## config.mk

```make
export PLATFORM = sky130hd
export DESIGN_NAME = aud_dsp_var
export DESIGN_NICKNAME = d
export VERILOG_FILES = /design/src/rtl/aud_dsp_var.sv
export SDC_FILE = /design/constraint.sdc
export NUM_CORES = 1
export LEC_CHECK = 0
export CORE_UTILIZATION = 55
export CTS_BUF_LIST = sky130_fd_sc_hd__clkbuf_16
export DETAILED_ROUTE_END_ITERATION = 12
export HOLD_SLACK_MARGIN = 0.05
export PLACE_DENSITY = 0.77
export SYNTH_ARGS = -nofsm -noshare
export SYNTH_HDL_FRONTEND = slang
export SYNTH_SLANG_ARGS = --single-unit
export TNS_END_PERCENT = 10
```

## constraint.sdc

```tcl
create_clock -name i_clk -period 11.11 [get_ports i_clk]
set_input_delay 2.222 -clock i_clk [delete_from_list [all_inputs] [get_ports i_clk]]
set_output_delay 2.222 -clock i_clk [all_outputs]
set_load 0.01 [all_outputs]
```

## src/rtl/aud_dsp_var.sv

```systemverilog
// aud_dsp_var: variable-speed playback engine between the SRAM sample store and the DAC serializer.
// Latency: one output sample per DAC frame. It is registered one cycle after the synchronised
//   falling edge of i_daclrck. A source fetch takes SRAM_LAT+1 cycles.
// Backpressure: none. A tick that lands during a fetch is held pending and serviced on return to RUN.
// Ports: i_clk/i_rst_n are the clock and async active-low reset.
//   i_start/i_pause/i_stop are the control inputs; i_stop has the highest priority.
//   i_speed/i_fast/i_inte select the rate and mode.
//   i_daclrck is the asynchronous DAC frame clock.
//   i_end_addr is the inclusive end of the file. i_sram_data/o_sram_addr form the sample-store port.
//   o_dac_data/o_player_en drive the serializer. o_done pulses at end of file.
// Optional: define AUD_DSP_REVERSE_EN to add i_reverse (backward playback from i_end_addr).
module aud_dsp_var #(
  parameter int DATA_W   = 16,
  parameter int ADDR_W   = 20,
  parameter int SPD_W    = 3,
  parameter int SRAM_LAT = 1
) (
  input  logic              i_clk,
  input  logic              i_rst_n,
  input  logic              i_start,
  input  logic              i_pause,
  input  logic              i_stop,
  input  logic [SPD_W-1:0]  i_speed,
  input  logic              i_fast,
  input  logic              i_inte,
  input  logic              i_daclrck,
`ifdef AUD_DSP_REVERSE_EN
  input  logic              i_reverse,
`endif
  input  logic [ADDR_W-1:0] i_end_addr,
  input  logic [DATA_W-1:0] i_sram_data,
  output logic [DATA_W-1:0] o_dac_data,
  output logic [ADDR_W-1:0] o_sram_addr,
  output logic              o_player_en,
  output logic              o_done
);

  localparam int FW    = SPD_W + 1;
  localparam int AW1   = ADDR_W + 1;
  localparam int LAT_W = $clog2(SRAM_LAT + 1) + 1;
  localparam int PW    = DATA_W + 1 + SPD_W + 17;

  typedef enum logic [2:0] {S_IDLE, S_LOAD, S_RUN, S_FETCH, S_PAUSE} state_t;

  state_t            state_q;
  logic              lrck_s1_q, lrck_s2_q, lrck_s3_q;
  logic [LAT_W-1:0]  lat_q;
  logic [SPD_W-1:0]  k_q;
  logic [FW-1:0]     f_q;
  logic              fast_q, inte_q, pend_q, pause_req_q;
  logic [DATA_W-1:0] prev_q, cur_q, dac_q;
  logic [ADDR_W-1:0] addr_q;
  logic              en_q, done_q;
  logic              rev_w;

  // Reciprocal table floor(65536/F), built from constants only
  logic [16:0] recip_tab [0:(1<<SPD_W)];
  for (genvar g = 0; g <= (1 << SPD_W); g++) begin : g_recip
    assign recip_tab[g] = 17'(65536 / ((g == 0) ? 1 : g));
  end

  logic              lrck_tick;
  logic [FW-1:0]     k_inc_d;
  logic              skip_d, adv_d, past_end_d;
  logic [AW1-1:0]    step_d, adv_addr_d;
  logic [ADDR_W-1:0] start_addr_d;
  logic [DATA_W-1:0] smp_d;
  logic signed [PW-1:0] diff_x, k_x, rc_x, prev_x, prod_x, interp_x;

  assign lrck_tick = lrck_s3_q & ~lrck_s2_q;

  assign k_inc_d = {1'b0, k_q} + FW'(1);
  // F==1 behaves like fast mode: every tick advances by one source sample
  assign skip_d  = fast_q | (f_q == FW'(1));
  assign adv_d   = skip_d | (k_inc_d == f_q);
  assign step_d  = skip_d ? AW1'(f_q) : AW1'(1);

`ifdef AUD_DSP_REVERSE_EN
  logic rev_q;
  assign rev_w        = rev_q;
  assign start_addr_d = i_reverse ? i_end_addr : '0;
`else
  assign rev_w        = 1'b0;
  assign start_addr_d = '0;
`endif

  // One extra bit so an overrun past i_end_addr (or below 0) is visible, never wrapped
  assign adv_addr_d = rev_w ? ({1'b0, addr_q} - step_d) : ({1'b0, addr_q} + step_d);
  assign past_end_d = rev_w ? adv_addr_d[ADDR_W] : (adv_addr_d > {1'b0, i_end_addr});

  // Linear interpolation: prev + ((cur-prev)*k*RECIP[F]) >>> 16, truncated to DATA_W
  assign diff_x   = {{(PW-DATA_W){cur_q[DATA_W-1]}}, cur_q} - {{(PW-DATA_W){prev_q[DATA_W-1]}}, prev_q};
  assign prev_x   = {{(PW-DATA_W){prev_q[DATA_W-1]}}, prev_q};
  assign k_x      = PW'(k_q);
  assign rc_x     = PW'(recip_tab[f_q]);
  assign prod_x   = diff_x * k_x * rc_x;
  assign interp_x = prev_x + (prod_x >>> 16);
  assign smp_d    = (!skip_d && inte_q) ? interp_x[DATA_W-1:0] : cur_q;

  always_ff @(posedge i_clk or negedge i_rst_n) begin
    if (!i_rst_n) begin
      state_q <= S_IDLE;
      lrck_s1_q <= 1'b0; lrck_s2_q <= 1'b0; lrck_s3_q <= 1'b0;
      lat_q <= '0; k_q <= '0; f_q <= FW'(1);
      fast_q <= 1'b0; inte_q <= 1'b0; pend_q <= 1'b0; pause_req_q <= 1'b0;
      prev_q <= '0; cur_q <= '0; dac_q <= '0; addr_q <= '0;
      en_q <= 1'b0; done_q <= 1'b0;
`ifdef AUD_DSP_REVERSE_EN
      rev_q <= 1'b0;
`endif
    end else begin
      lrck_s1_q <= i_daclrck;
      lrck_s2_q <= lrck_s1_q;
      lrck_s3_q <= lrck_s2_q;
      done_q    <= 1'b0;
      if (state_q != S_IDLE && i_stop) begin
        state_q <= S_IDLE;
        en_q <= 1'b0; dac_q <= '0; addr_q <= '0;
        pend_q <= 1'b0; pause_req_q <= 1'b0;
      end else begin
        case (state_q)
          S_IDLE: begin
            en_q <= 1'b0; dac_q <= '0; addr_q <= '0;
            pend_q <= 1'b0; pause_req_q <= 1'b0;
            if (i_start) begin
              state_q <= S_LOAD;
              lat_q   <= '0;
              addr_q  <= start_addr_d;
`ifdef AUD_DSP_REVERSE_EN
              rev_q   <= i_reverse;
`endif
            end
          end
          S_LOAD, S_FETCH: begin
            // A pause request is remembered so the fetch always completes first
            if (i_pause) pause_req_q <= 1'b1;
            if (state_q == S_FETCH && lrck_tick) pend_q <= 1'b1;
            if (lat_q == LAT_W'(SRAM_LAT)) begin
              cur_q  <= i_sram_data;
              f_q    <= {1'b0, i_speed} + FW'(1);
              fast_q <= i_fast;
              inte_q <= i_inte;
`ifdef AUD_DSP_REVERSE_EN
              rev_q  <= i_reverse;
`endif
              if (state_q == S_LOAD) begin
                prev_q <= '0;
                k_q    <= '0;
              end
              pause_req_q <= 1'b0;
              if (pause_req_q || i_pause) begin
                state_q <= S_PAUSE;
                en_q    <= 1'b0;
                pend_q  <= 1'b0;
              end else begin
                state_q <= S_RUN;
                en_q    <= 1'b1;
              end
            end else begin
              lat_q <= lat_q + LAT_W'(1);
            end
          end
          S_RUN: begin
            if (i_pause) begin
              state_q <= S_PAUSE;
              en_q    <= 1'b0;
            end else if (lrck_tick || pend_q) begin
              pend_q <= 1'b0;
              dac_q  <= smp_d;
              if (adv_d) begin
                k_q <= '0;
                if (!skip_d && inte_q) prev_q <= cur_q;
                if (past_end_d) begin
                  state_q <= S_IDLE;
                  done_q  <= 1'b1;
                  en_q    <= 1'b0;
                  addr_q  <= '0;
                end else begin
                  state_q <= S_FETCH;
                  addr_q  <= adv_addr_d[ADDR_W-1:0];
                  lat_q   <= '0;
                end
              end else begin
                k_q <= k_inc_d[SPD_W-1:0];
              end
            end
          end
          S_PAUSE: begin
            if (!i_pause && i_start) begin
              state_q <= S_RUN;
              en_q    <= 1'b1;
            end
          end
          default: state_q <= S_IDLE;
        endcase
      end
    end
  end

  assign o_dac_data  = dac_q;
  assign o_sram_addr = addr_q;
  assign o_player_en = en_q;
  assign o_done      = done_q;

endmodule

```

# Yosys cells after proc, flatten, opt, wreduce, memory -nomap -nowiden
# Memories as Yosys holds them, arrays and structs flattened.
# Cells that the tools add are included.
[totals]
regBits = 89
rom_bits = 272
word_cells = 157
mem_count = 1
[classes]
add_sub_neg = 6
multipliers = 2
n_lt_le_gt_ge = 2
n_eq_ne = 26
mux = 70
bitwise = 6
n_reduce_logical = 27
[mem_list]
columns = ["memory", "depth", "word_bits", "read_ports", "rd_clocked_by_memory_dff", "write_ports", "line", "source"]
rows = [
  ["(no name shown)", 16, 17, 1, 0, 0, "95", "assign rc_x = PW'(recip_tab[f_q]);"],
]
[ops]
columns = ["op", "count"]
rows = [
  ["two-way mux 16 bit", 10],
  ["two-way mux 20 bit", 5],
  ["case mux 16 bit (2 select lines)", 2],
  ["case mux 20 bit (2 select lines)", 1],
  ["two-way mux 3 bit", 13],
  ["two-way mux 17 bit", 2],
  ["multiplier 21 x 18 -> 32 bit", 1],
  ["two-way mux 1 bit", 23],
  ["adder 20 x 4 -> 21 bit", 1],
  ["greater-than comparator 21 x 20 -> 1 bit", 1],
  ["multiplier 17 x 4 -> 21 bit", 1],
  ["!= test 2 bit, second input constant", 9],
  ["!= test 3 bit, second input constant", 6],
  ["subtractor 16 x 16 -> 17 bit", 1],
  ["adder 16 bit", 1],
  ["!= test 4 bit, second input constant", 4],
  ["AND reduction 8 bit", 2],
  ["two-way mux 2 bit", 7],
  ["case mux 3 bit (4 select lines)", 1],
  ["AND reduction 6 bit", 2],
  ["nonzero test 3 bit", 4],
  ["AND reduction 3 bit", 3],
  ["adder 3 x 1 -> 4 bit, second input constant", 2],
  ["== test 3 x 2 -> 1 bit, second input constant", 2],
  ["28 further kinds", 35],
]

# Depth between registers and ports, before layout
[logic_depth]
depth_word = 11
mapped_depth = 59
ltp_nobuf = 58

# Worst setup path after synthesis
# No wires, ideal clock.
[synth_path]
path_type = "flip-flop to flip-flop"
start = "reg prev_q[0]"
end = "reg dac_q[15] (netlist: o_dac_data[15])"
t_arrival_ps = 11693
required_time_ps = 10983
path_slack_ps = -710
path_stages_with_launch = 52
period_less_slack_ps = 11820
cell_sequence = "dfrtp_1 -> ha_1 -> fa_1 -> nor2b_1 -> o21ai_0 -> a21boi_0 -> o21ai_0 -> a21boi_0 -> o21ai_0 -> a21boi_1 -> o31ai_1 -> a2111oi_0 -> o21ai_0 -> o31a_1 -> and2_1 -> fa_1 -> ha_1 -> clkbuf_1 -> [16 not listed] -> fa_1 -> inv_1 -> ha_1 -> inv_1 -> a211o_1 -> a211oi_1 -> nor2_1 -> ha_1 -> and3_1 -> a311o_1 -> nor3_1 -> a21oi_1 -> a31o_2 -> a21o_1 -> a21oi_1 -> xnor3_1 -> mux2i_1 -> o21ai_1"
[synth_via]
elab_chain_cells = 9
[synth_lines]
columns = ["element", "line", "source"]
rows = [
  ["start, declared", "51", "logic [DATA_W-1:0] prev_q, cur_q, dac_q;"],
  ["start signal, assigned", "172", "if (!skip_d && inte_q) prev_q <= cur_q;"],
  ["subtractor 16 x 16 -> 17 bit", "92", "assign diff_x = {{(PW-DATA_W){cur_q[DATA_W-1]}}, cur_q} - {{(PW-DATA_W){prev_q[DATA_W-1]}}, prev_q};"],
  ["multiplier 17 x 4 -> 21 bit", "96", "assign prod_x = diff_x * k_x * rc_x;"],
  ["multiplier 21 x 18 -> 32 bit", "96", ""],
  ["adder 16 bit *", "97", "assign interp_x = prev_x + (prod_x >>> 16);"],
  ["two-way mux 16 bit *", "98", "assign smp_d = (!skip_d && inte_q) ? interp_x[DATA_W-1:0] : cur_q;"],
  ["two-way mux 16 bit *", "167", "end else if (lrck_tick || pend_q) begin"],
  ["two-way mux 16 bit *", "164", "if (i_pause) begin"],
  ["case mux 16 bit (2 select lines) *", "121", "case (state_q)"],
  ["two-way mux 16 bit *", "116", "if (state_q != S_IDLE && i_stop) begin"],
  ["end signal, assigned", "169", "dac_q <= smp_d;"],
  ["end, declared", "51", ""],
]
# Every way passes the cells marked *; elsewhere a longest branch is shown, timed or not. The select of a mux whose other input is x is not followed.
# A chain may end at the register's enable or synchronous reset.

# Final worst setup path
[layout_path]
start = "reg prev_q[1]"
end = "reg dac_q[15] (netlist: o_dac_data[15])"
# Same word-level chain as after synthesis.

==> metrics.csv <==
stage,metric,value,unit
timing,Max Freq,83.9,MHz
finish,share of layout cells above drive strength 1,0.180,
timing,worst hold slack,0.351,ns
cts,Clock Latency Late Sink,0.35,ns
setup_path,R2R Path End,o_dac_data[15]$_DFFE_PN0P_,
floorplan,initial core utilization,0.562,
global_route,vias in the first global route,16558,
setup_path,"delay-heaviest family, CP",adder cells,
detailed_routing,routed len/inst,17.8,um
synthesis,YS warnings,0,
finish,"Design Area, Final",0.0227,mm^2
detailed_routing,drc violations,0,
detailed_routing,Iteration-0 DRC Markers,1008,
place,dpl cells,2853,
synthesis,Synth cell types,67,
pwr,Peak VDD IR,0.000210,V
global_route,initial antenna violation count,0,
finish,Final nets,2991,
synthesis,Synth Area in XOR/XNOR,0.0506,
synthesis,syn avg cell area,8.73,um^2
floorplan,core area,0.0328,mm^2
place,PortBufs,84,
finish,Fill cells,2543,
detailed_routing,vias after detailed routing,15455,
detailed_routing,DR vias/cell,5.34,
setup_path,Crit. End Element,flop,
cts,Clock Root Buffer,clkbuf_16,
setup_path,most frequent CP cell,fa_1,
synthesis,Post-Synth Simple-Gate Area,0.139,
timing,fin worst setup slack,-0.803,ns
setup_path,critical path data required time,11.33,ns
cts,H-Tree Depth,3,
outcome,outcome,finished with violations,
setup_path,Worst Path Buf+Inv,10,
setup_path,slowest CP cell,fa_1,
timing,RSZ-0062 raised after global routing,true,
timing,final setup fails,8,
place,gpl congestion,0.973,
cts,Hold Buf Count CTS,0,
timing,Slew HR,0.150,
timing,Slew Limit Fails,0,
cts,Clock Sinks,89,
timing,"Period Utilization, post-route",1.07,
setup_path,Crit Path Max Fanout,4,
global_route,largest net degree at the start of global routing,77,
detailed_routing,first-pass iteration count of the detailed router,5,
worst_hold_path,worst min path class,reg -> reg,
finish,Inserted Diodes,0,
floorplan,number of placed I/O pins,85,
setup_path,source of the critical timing path,prev_q[1]$_DFFE_PN0P_,
outcome,failing checks,negative setup slack,
synthesis,synth cell count leaders,"inv_1 (487), fa_1 (317), nand2_1 (212)",
cts,CTS buffer count,9,
synthesis,sequential fraction of the synthesis area,0.121,
global_route,first-pass GRT wire length,84400,um
synthesis,Synthesized Nets,2656,
setup_path,startpoint types,flop,
setup_path,worst reg2reg setup slack,-0.80,ns
synthesis,Post-Syn Instances,2111,
setup_path,max incr delay on CP,0.56,ns
pwr,Lkg Pwr,12.0,nW
synthesis,ys flop type,dfrtp_1,
synthesis,mux cell area share after synthesis,0.0181,
floorplan,Die ar.,0.0343,mm^2
cts,clk slew on worst S/H paths,0.06,ns
synthesis,area share of the largest cell type after synthesis,0.344,
timing,final hold vios,0,
timing,Clock Skew,0.00880,ns
global_route,All-Layer GR Usage,0.320,
worst_hold_path,hold path cells,0,
cts,CTS tree,yes,
timing,total negative setup slack,-3.80,ns
synthesis,most frequent cell after synthesis,inv_1,
timing,Tmin final,11.91,ns
synthesis,leading area contributor after synthesis,fa_1,
finish,Non-Filler Instances,2893,
floorplan,Die W,185,um
detailed_routing,Routed Wire Length,51400,um
synthesis,ys async rst share,1.00,
synthesis,post-synthesis sequential element count,89,
finish,Layout area overhead,23.0,%
floorplan,Site Rows,66,
setup_path,critical path class,reg -> reg,
worst_hold_path,min-delay src,lrck_s1_q$_DFF_PN0_,
setup_path,FF-to-FF path depth,53,
place,HPWL Detailed,42800,um
global_route,grt ovf,0,
synthesis,Mapped Area,0.0184,mm^2
place,Placed Area,0.0219,mm^2
floorplan,die height,185,um
detailed_routing,Routed Antenna Nets,0,
cts,Clock Path Buffers,2,
synthesis,Synth Area in Compound Gates,0.0926,
synthesis,Synth area leaders,"fa_1 (34%), ha_1 (12%), dfrtp_1 (12%)",
pwr,PD cells,167,mW/mm^2
synthesis,largest family of logic cells by synthesized area,adder cells,
setup_path,worst reg2reg path startpoint,prev_q[1]$_DFFE_PN0P_,
worst_hold_path,worst hold path endpoint,lrck_s2_q$_DFF_PN0_,
setup_path,"Arr. time, crit path",12.13,ns
flow_run,max-cap viol count,0,
timing,slew of the pin with the lowest slew margin,1.27,ns
synthesis,adder-cell share of the synthesized area,0.467,
synthesis,Post-synth EDFFs,0,
[per-layer routing]
metal,wire [um],GRT usage,up-vias
li1,-,-,7135
met1,21500,0.434,7722
met2,24900,0.537,515
met4,1380,0.0886,0
met5,0,0,-
met3,3650,0.0454,83
[logic make-up after synthesis]
kind of cell	Yosys count
buffers and inverters	545
adders and majority gates	498
DFF	89
xor gates and xnor gates	104
AOI/OAI and AO/OA	261
and+or+nand+nor	583
muxes	31
[worst reg2reg max path, delay by kind of cell (launching register included)]
family                     cells  cell delay, ns
muxes                          1            0.15
adders and majority gates     12            4.73
buffers and inverters         10            0.97
xor gates and xnor gates       4            0.79
DFF                            1            0.40
and+or+nand+nor                6            1.00
AOI/OAI and AO/OA             20            3.77
[worst max path at each step]
stage / cells after the start / end
5_1_grt: 56 / o_dac_data[15]$_DFFE_PN0P_
6_report: 53 / o_dac_data[15]$_DFFE_PN0P_
2_1_floorplan: 54 / o_dac_data[15]$_DFFE_PN0P_
3_5_place_dp: 49 / o_dac_data[15]$_DFFE_PN0P_
4_1_cts: 55 / o_dac_data[15]$_DFFE_PN0P_
3_3_place_gp: 49 / o_dac_data[15]$_DFFE_PN0P_
[timing repair]
action                                  CTS  global route
setup buffers                            21             3
gates cloned                              0             0
gates resized for setup                  43            27
endpoints found under the setup margin    9            13
pin swaps                                50             9
[registers in the layout, summed over array words and instances (netlist names), 2 cells and up]
signal,count
o_dac_data,16
o_sram_addr,20
f_q,4
state_q,3
lat_q,2
prev_q,16
k_q,3
cur_q,16
[where the power goes]
group / internal [W] / switching, W / total [W]
clock: 0.000195 / 0.000128 / 0.000322
combinational: 0.00128 / 0.00169 / 0.00298
sequential: 0.000399 / 0.0000913 / 0.000490
[layout make-up]
| type | instances | area (um^2) | share of cell area |
|---|---|---|---|
| clock inverters | 7 | 86.3 | 0.00381 |
| inverters | 489 | 1840 | 0.0810 |
| repair buffers | 380 | 3080 | 0.136 |
| multi-input cells | 1477 | 14700 | 0.647 |
| clock buffers | 9 | 225 | 0.00993 |
| well taps | 442 | 553 | 0.0244 |
| flip-flops and latches | 89 | 2230 | 0.0983 |
[placed cells by master (no fill, tap or decap), types with 5 or more instances in the layout]
cell and count:
inv_1 483, fa_1 314, buf_4 295, nand2_1 207, nor2_1 199, ha_1 170, dfrtp_1 87, clkdlybuf4s50_1 83
xnor2_1 63, o21ai_0 58, a21oi_1 55, and2_1 48, a21o_1 24, nand2b_1 23, nor2b_1 21, nand3_1 21
xor2_1 21, mux2_2 18, a22o_1 16, a21oi_2 15, and3_1 13, mux2i_1 13, o21a_1 11, o21ai_1 11
xnor2_2 10, or2_2 9, xor2_2 9, ha_4 9, clkbuf_16 9, nor3_1 7, nand4_1 7, nor2_2 7
o21ai_2 5, inv_2 5, a31oi_1 5
[through the flow]
step	util	setup WS (ns)	total power, W
3_3_place_gp	0.667	-0.915	0.00313
2_1_floorplan	-	-0.0480	0.00210
3_5_place_dp	0.667	-1.04	0.00320
4_1_cts	0.687	-0.671	0.00370
6_report	0.692	-0.803	0.00379
5_1_grt	0.692	-1.24	0.00409
No activity file was read; power rests on OpenSTA's default activity.
